===== config.mk =====
export PLATFORM = sky130hd
export DESIGN_NAME = pc_fetch_stage
export DESIGN_NICKNAME = d
export VERILOG_FILES = /design/src/rtl/pc_fetch_stage.sv
export SDC_FILE = /design/constraint.sdc
export NUM_CORES = 1
export LEC_CHECK = 0
export CAP_MARGIN = 15
export CORE_UTILIZATION = 46
export CTS_BUF_LIST = sky130_fd_sc_hd__clkbuf_4 sky130_fd_sc_hd__clkbuf_8
export DETAILED_ROUTE_END_ITERATION = 8
export HOLD_SLACK_MARGIN = 0.06
export PLACE_DENSITY = 0.87
export SYNTH_ARGS = -nofsm -noshare
export SYNTH_HDL_FRONTEND = slang
export SYNTH_SLANG_ARGS = --single-unit
export TNS_END_PERCENT = 1

===== constraint.sdc =====
create_clock -name clk -period 2.5 [get_ports clk]
set_input_delay 0.5 -clock clk [delete_from_list [all_inputs] [get_ports clk]]
set_output_delay 0.5 -clock clk [all_outputs]
set_load 0.02 [all_outputs]

===== src/rtl/pc_fetch_stage.sv =====
// PC generation and IF/ID pipeline register for the fetch stage.
// Handles jr/branch/jump redirects, stalls, and fetch bookkeeping.
module pc_fetch_stage #(
  parameter logic [31:0] RESET_PC = 32'h0000_0000,
  parameter logic [31:0] NOP_WORD = 32'h0000_0000
) (
  input  logic        clk,
  input  logic        rst_n,
  input  logic        stall,
  input  logic        branch_taken,
  input  logic [31:0] branch_base,
  input  logic [31:0] branch_off,
  input  logic        jump,
  input  logic [25:0] jump_idx,
  input  logic        jr,
  input  logic [31:0] jr_addr,
  input  logic [31:0] imem_rdata,
  output logic [31:0] pc,
  output logic [31:0] ifid_instr,
  output logic [31:0] ifid_pc4,
  output logic        ifid_valid,
  output logic        misaligned,
  output logic [31:0] fetch_count
);

  logic [31:0] pc_q, pc_d;
  logic [31:0] instr_q, instr_d;
  logic [31:0] pc4_q, pc4_d;
  logic        valid_q, valid_d;
  logic        mis_q, mis_d;
  logic [31:0] cnt_q, cnt_d;

  logic [31:0] pc4;
  logic [31:0] br_tgt;
  logic [31:0] j_tgt;
  logic [31:0] jr_tgt;
  logic [31:0] tgt;
  logic        sel_jr;
  logic        sel_br;
  logic        sel_j;
  logic        redirect;

  assign pc4    = pc_q + 32'd4;
  assign br_tgt = (branch_base + branch_off) & 32'hFFFF_FFFC;
  assign j_tgt  = {pc4_q[31:28], jump_idx, 2'b00};
  assign jr_tgt = {jr_addr[31:2], 2'b00};

  // One-hot select encodes jr > branch > jump priority.
  assign sel_jr   = jr;
  assign sel_br   = branch_taken & ~jr;
  assign sel_j    = jump & ~jr & ~branch_taken;
  assign redirect = jr | branch_taken | jump;

  always_comb begin
    tgt = pc4;
    unique case (1'b1)
      sel_jr:  tgt = jr_tgt;
      sel_br:  tgt = br_tgt;
      sel_j:   tgt = j_tgt;
      default: tgt = pc4;
    endcase
  end

  always_comb begin
    pc_d    = pc_q;
    instr_d = instr_q;
    pc4_d   = pc4_q;
    valid_d = valid_q;
    cnt_d   = cnt_q;
    mis_d   = mis_q | (sel_jr & (jr_addr[1:0] != 2'b00));
    if (redirect) begin
      pc_d    = tgt;
      instr_d = NOP_WORD;
      pc4_d   = 32'd0;
      valid_d = 1'b0;
    end else if (!stall) begin
      pc_d    = pc4;
      instr_d = imem_rdata;
      pc4_d   = pc4;
      valid_d = 1'b1;
      cnt_d   = cnt_q + 32'd1;
    end
  end

  always_ff @(posedge clk or negedge rst_n) begin
    if (!rst_n) begin
      pc_q    <= RESET_PC;
      instr_q <= NOP_WORD;
      pc4_q   <= 32'd0;
      valid_q <= 1'b0;
      mis_q   <= 1'b0;
      cnt_q   <= 32'd0;
    end else begin
      pc_q    <= pc_d;
      instr_q <= instr_d;
      pc4_q   <= pc4_d;
      valid_q <= valid_d;
      mis_q   <= mis_d;
      cnt_q   <= cnt_d;
    end
  end

  assign pc          = pc_q;
  assign ifid_instr  = instr_q;
  assign ifid_pc4    = pc4_q;
  assign ifid_valid  = valid_q;
  assign misaligned  = mis_q;
  assign fetch_count = cnt_q;

endmodule


==> flow_metrics.env <==
export IMPL_chipHeight_um=132
export IMPL_critPathSlowestCell="a222oi_1"
export IMPL_syn_instance_count=860
export IMPL_grt_max_degree=62
export IMPL_antenna_found_initial=1
export IMPL_finish_utilization=0.761
export IMPL_grt_total_usage=0.304
export IMPL_vias=8338
export IMPL_core_um2=16600
export IMPL_cp_max_fo=4
export IMPL_grt_ovfl_total=0
export IMPL_reg2reg_slack_ns=0.17
export IMPL_ir_worst_vdd_v=0.000330
export IMPL_nets=1453
export IMPL_worstPathCellList="dlygate4sd2_1 -> ha_1 -> a31o_2 -> o221a_4 -> a211oi_4 -> buf_4 -> xnor2_1 -> a222oi_1 -> buf_4 -> a21oi_1 -> nor2_1 -> a21oi_1"
export IMPL_drt_wirelength_per_cell_um=18.3
export IMPL_drt_pass1_iterations=8
export IMPL_cp_start_kind="input port"
export IMPL_ys_flop_type="dfrtp_1"
export IMPL_grt_pass1_wl_um=41600
export IMPL_cts_buffer_depth=2
export IMPL_p_leak_nw=5.49
export IMPL_outcome="complete, no violations"
export IMPL_pin_count=290
export IMPL_stdcell_area_um2=12600
export IMPL_numCtsBuffers=17
export IMPL_synth_cell_types=64
export IMPL_clk_latency_ns=0.44
export IMPL_cts_htree_levels=4
export IMPL_die_area_um2=17500
export IMPL_ant_nets=0
export IMPL_cpPeakStageDelay_ns=0.32
export IMPL_period_needed_ns=2.50
export IMPL_drt_initial_drc_count=780
export IMPL_std_cell_rows=47
export IMPL_drive_gt1_frac=0.178
export IMPL_clkTransAtPathRegs_ns=0.07
export IMPL_syn_area_um2=7830
export IMPL_synth_edf_count=0
export IMPL_clockRootBuffer="clkbuf_8"
export IMPL_synthArstFlopShare=1.00
export IMPL_clock_sinks=126
export IMPL_yosys_warnings=0
export IMPL_hold_class="in -> async"
export IMPL_vias_per_cell=5.58
export IMPL_worst_setup_path_type="in -> reg"
export IMPL_r2r_start="pc[3]"
export IMPL_hpwl_um=21100
export IMPL_routabilityCongestion=0.929
export IMPL_avgSynthCellArea_um2=9.10
export IMPL_ys_ff_latch=126
export IMPL_routed_wl_um=27300
export IMPL_power_density_nw_per_um2=510
export IMPL_yosysSeqAreaShare=0.403
export IMPL_setup_viol=0
export IMPL_start_util=0.472
export IMPL_place_port_buffers=285
export IMPL_fmax_mhz=401
export IMPL_die_w_um=132
export IMPL_cts_tree="done"
export IMPL_crit_buf_inv=3
export IMPL_finClkSkew_ns=0.0172
export IMPL_rsz0062_at_grt="true"
export IMPL_regToRegEndpoint="pc[22]"
export IMPL_crit_arrival_ns=2.81
export IMPL_cap_violations=0
export IMPL_grt_pass1_vias=8021
export IMPL_fill_cells=1147
export IMPL_maxSlewViolCount=0
export IMPL_period_share=0.999
export IMPL_area_growth_pct=61.3
export IMPL_slew_headroom=0.398
export IMPL_r2r_cells=9
export IMPL_place_area_um2=11900
export IMPL_critPathTopFamily="compound AO/OA/AOI/OAI gates"
export IMPL_worst_pin_slew_ns=0.899
export IMPL_cp_required_ns=2.81
export IMPL_crit_path_end_kind="register"
export IMPL_hold_viol=0
export IMPL_drc=0
state kept, by name, summed over array words and instances, names as in the netlist:
| signal | flops |
|---|---|
| fetch_count | 32 |
| ifid_instr | 32 |
| ifid_pc4 | 30 |
| ifid_valid | 1 |
| misaligned | 1 |
| pc | 30 |
metrics by stage:
stage                     total power (W)  setup TNS (ns)  hold slack (ns)  cells  setup WS [ns]
after floorplan                   0.00322         -0.0112            0.204    863        -0.0112
after global placement            0.00422          -12.89            0.379   1458         -0.513
after detailed placement          0.00426          -16.69            0.387   1458         -0.614
after CTS                         0.00638         -0.0331            0.462   1492        -0.0168
after global routing              0.00670          -0.248            0.473   1494        -0.0582
final                             0.00644               0            0.479   1495        0.00319
cells in the final DEF (no fill, tap or decap), types with 9 or more instances in the layout:
cell / count
dlymetal6s2s_1: 10
and3_1: 13
inv_1: 19
nor2_1: 111
nand2_1: 59
nand3_1: 37
a21oi_1: 69
xor2_1: 25
nand4_1: 21
clkdlybuf4s50_1: 267
ha_1: 22
mux2i_1: 37
a21o_1: 12
dfrtp_1: 126
nor3_1: 10
o21ai_0: 40
clkbuf_8: 20
buf_4: 140
ha_4: 9
xnor2_1: 69
a222oi_1: 20
how the worst max path moves through the flow:
stage | startpoint | end | depth (start not counted)
after global routing | branch_base[14] | pc[26] | 11
after floorplan | branch_base[2] | pc[29] | 9
after detailed placement | branch_off[5] | pc[29] | 10
after CTS | branch_off[11] | pc[30] | 11
after global placement | branch_off[11] | pc[30] | 11
final | branch_off[1] | pc[9] | 12
layout make-up:
class | instances | area [um2] | share of cell area
Sequential cell | 126 | 3150 | 0.250
Antenna cell | 1 | 2.50 | 0.000198
Inverter | 19 | 71.3 | 0.00565
Clock inverter | 12 | 206 | 0.0164
Clock buffer | 20 | 275 | 0.0218
Timing Repair Buffer | 427 | 3970 | 0.315
Tap cell | 220 | 275 | 0.0218
Multi-Input combinational cell | 670 | 4660 | 0.370
synthesized netlist by cell type (all sizes together), types with 3 or more instances:
| cell type | number | area [um2] |
|---|---|---|
| mux2i | 37 | 370 |
| a21oi | 74 | 382 |
| a21o | 12 | 90.1 |
| a211oi | 4 | 42.5 |
| nor4 | 3 | 48.8 |
| o21ai | 48 | 244 |
| buf | 16 | 80.1 |
| nor3 | 14 | 80.1 |
| a31oi | 5 | 31.3 |
| o21bai | 5 | 37.5 |
| nand3 | 40 | 200 |
| nand4 | 21 | 131 |
| o22ai | 3 | 18.8 |
| xor2 | 25 | 219 |
| o211ai | 3 | 22.5 |
| a221o | 3 | 30.0 |
| xnor2 | 69 | 604 |
| inv | 19 | 71.3 |
| ha | 32 | 400 |
| nor2 | 116 | 445 |
| or3 | 5 | 31.3 |
| nor2b | 4 | 25.0 |
| a31o | 3 | 26.3 |
| a222oi | 20 | 200 |
| a22oi | 3 | 22.5 |
| o21a | 6 | 45.0 |
| dfrtp | 126 | 3150 |
| and4 | 4 | 35.0 |
| o31ai | 5 | 42.5 |
| clkbuf | 32 | 120 |
| nand2b | 6 | 37.5 |
| and3 | 13 | 81.3 |
| nand2 | 60 | 225 |
routing by layer:
layer  vias to the layer above  part of all wire  track usage
li1                       3889                 -            -
met1                      3913              0.39        0.377
met2                       467              0.48        0.513
met3                        69             0.093       0.0674
met4                         0             0.033        0.121
met5                         -                 0            0
power by group:
| group | internal (W) | switching, W |
|---|---|---|
| logic | 0.00105 | 0.000999 |
| registers | 0.00215 | 0.000135 |
| clock network | 0.00128 | 0.000832 |
logic make-up (layout without fill, tap and decap cells):
| logic type | after synthesis | count (layout) | synth area share |
|---|---|---|---|
| mux | 39 | 39 | 0.0502 |
| fa+ha+maj | 32 | 32 | 0.0512 |
| buf+inv | 67 | 478 | 0.0347 |
| xor+xnor | 94 | 94 | 0.105 |
| flops | 126 | 126 | 0.403 |
| other cells | 1 | 5 | 0.000479 |
| simple gates | 294 | 294 | 0.178 |
| compound gates | 207 | 207 | 0.177 |
what timing repair did:
action,4_1_cts,5_1_grt
setup endpoints to repair,14,12
gates resized for setup,12,38
buffers inserted,1,2
hold buffers,1,0
hold endpoints to repair,15,0
pin swaps,11,18
No activity file was read; power rests on OpenSTA's default activity.
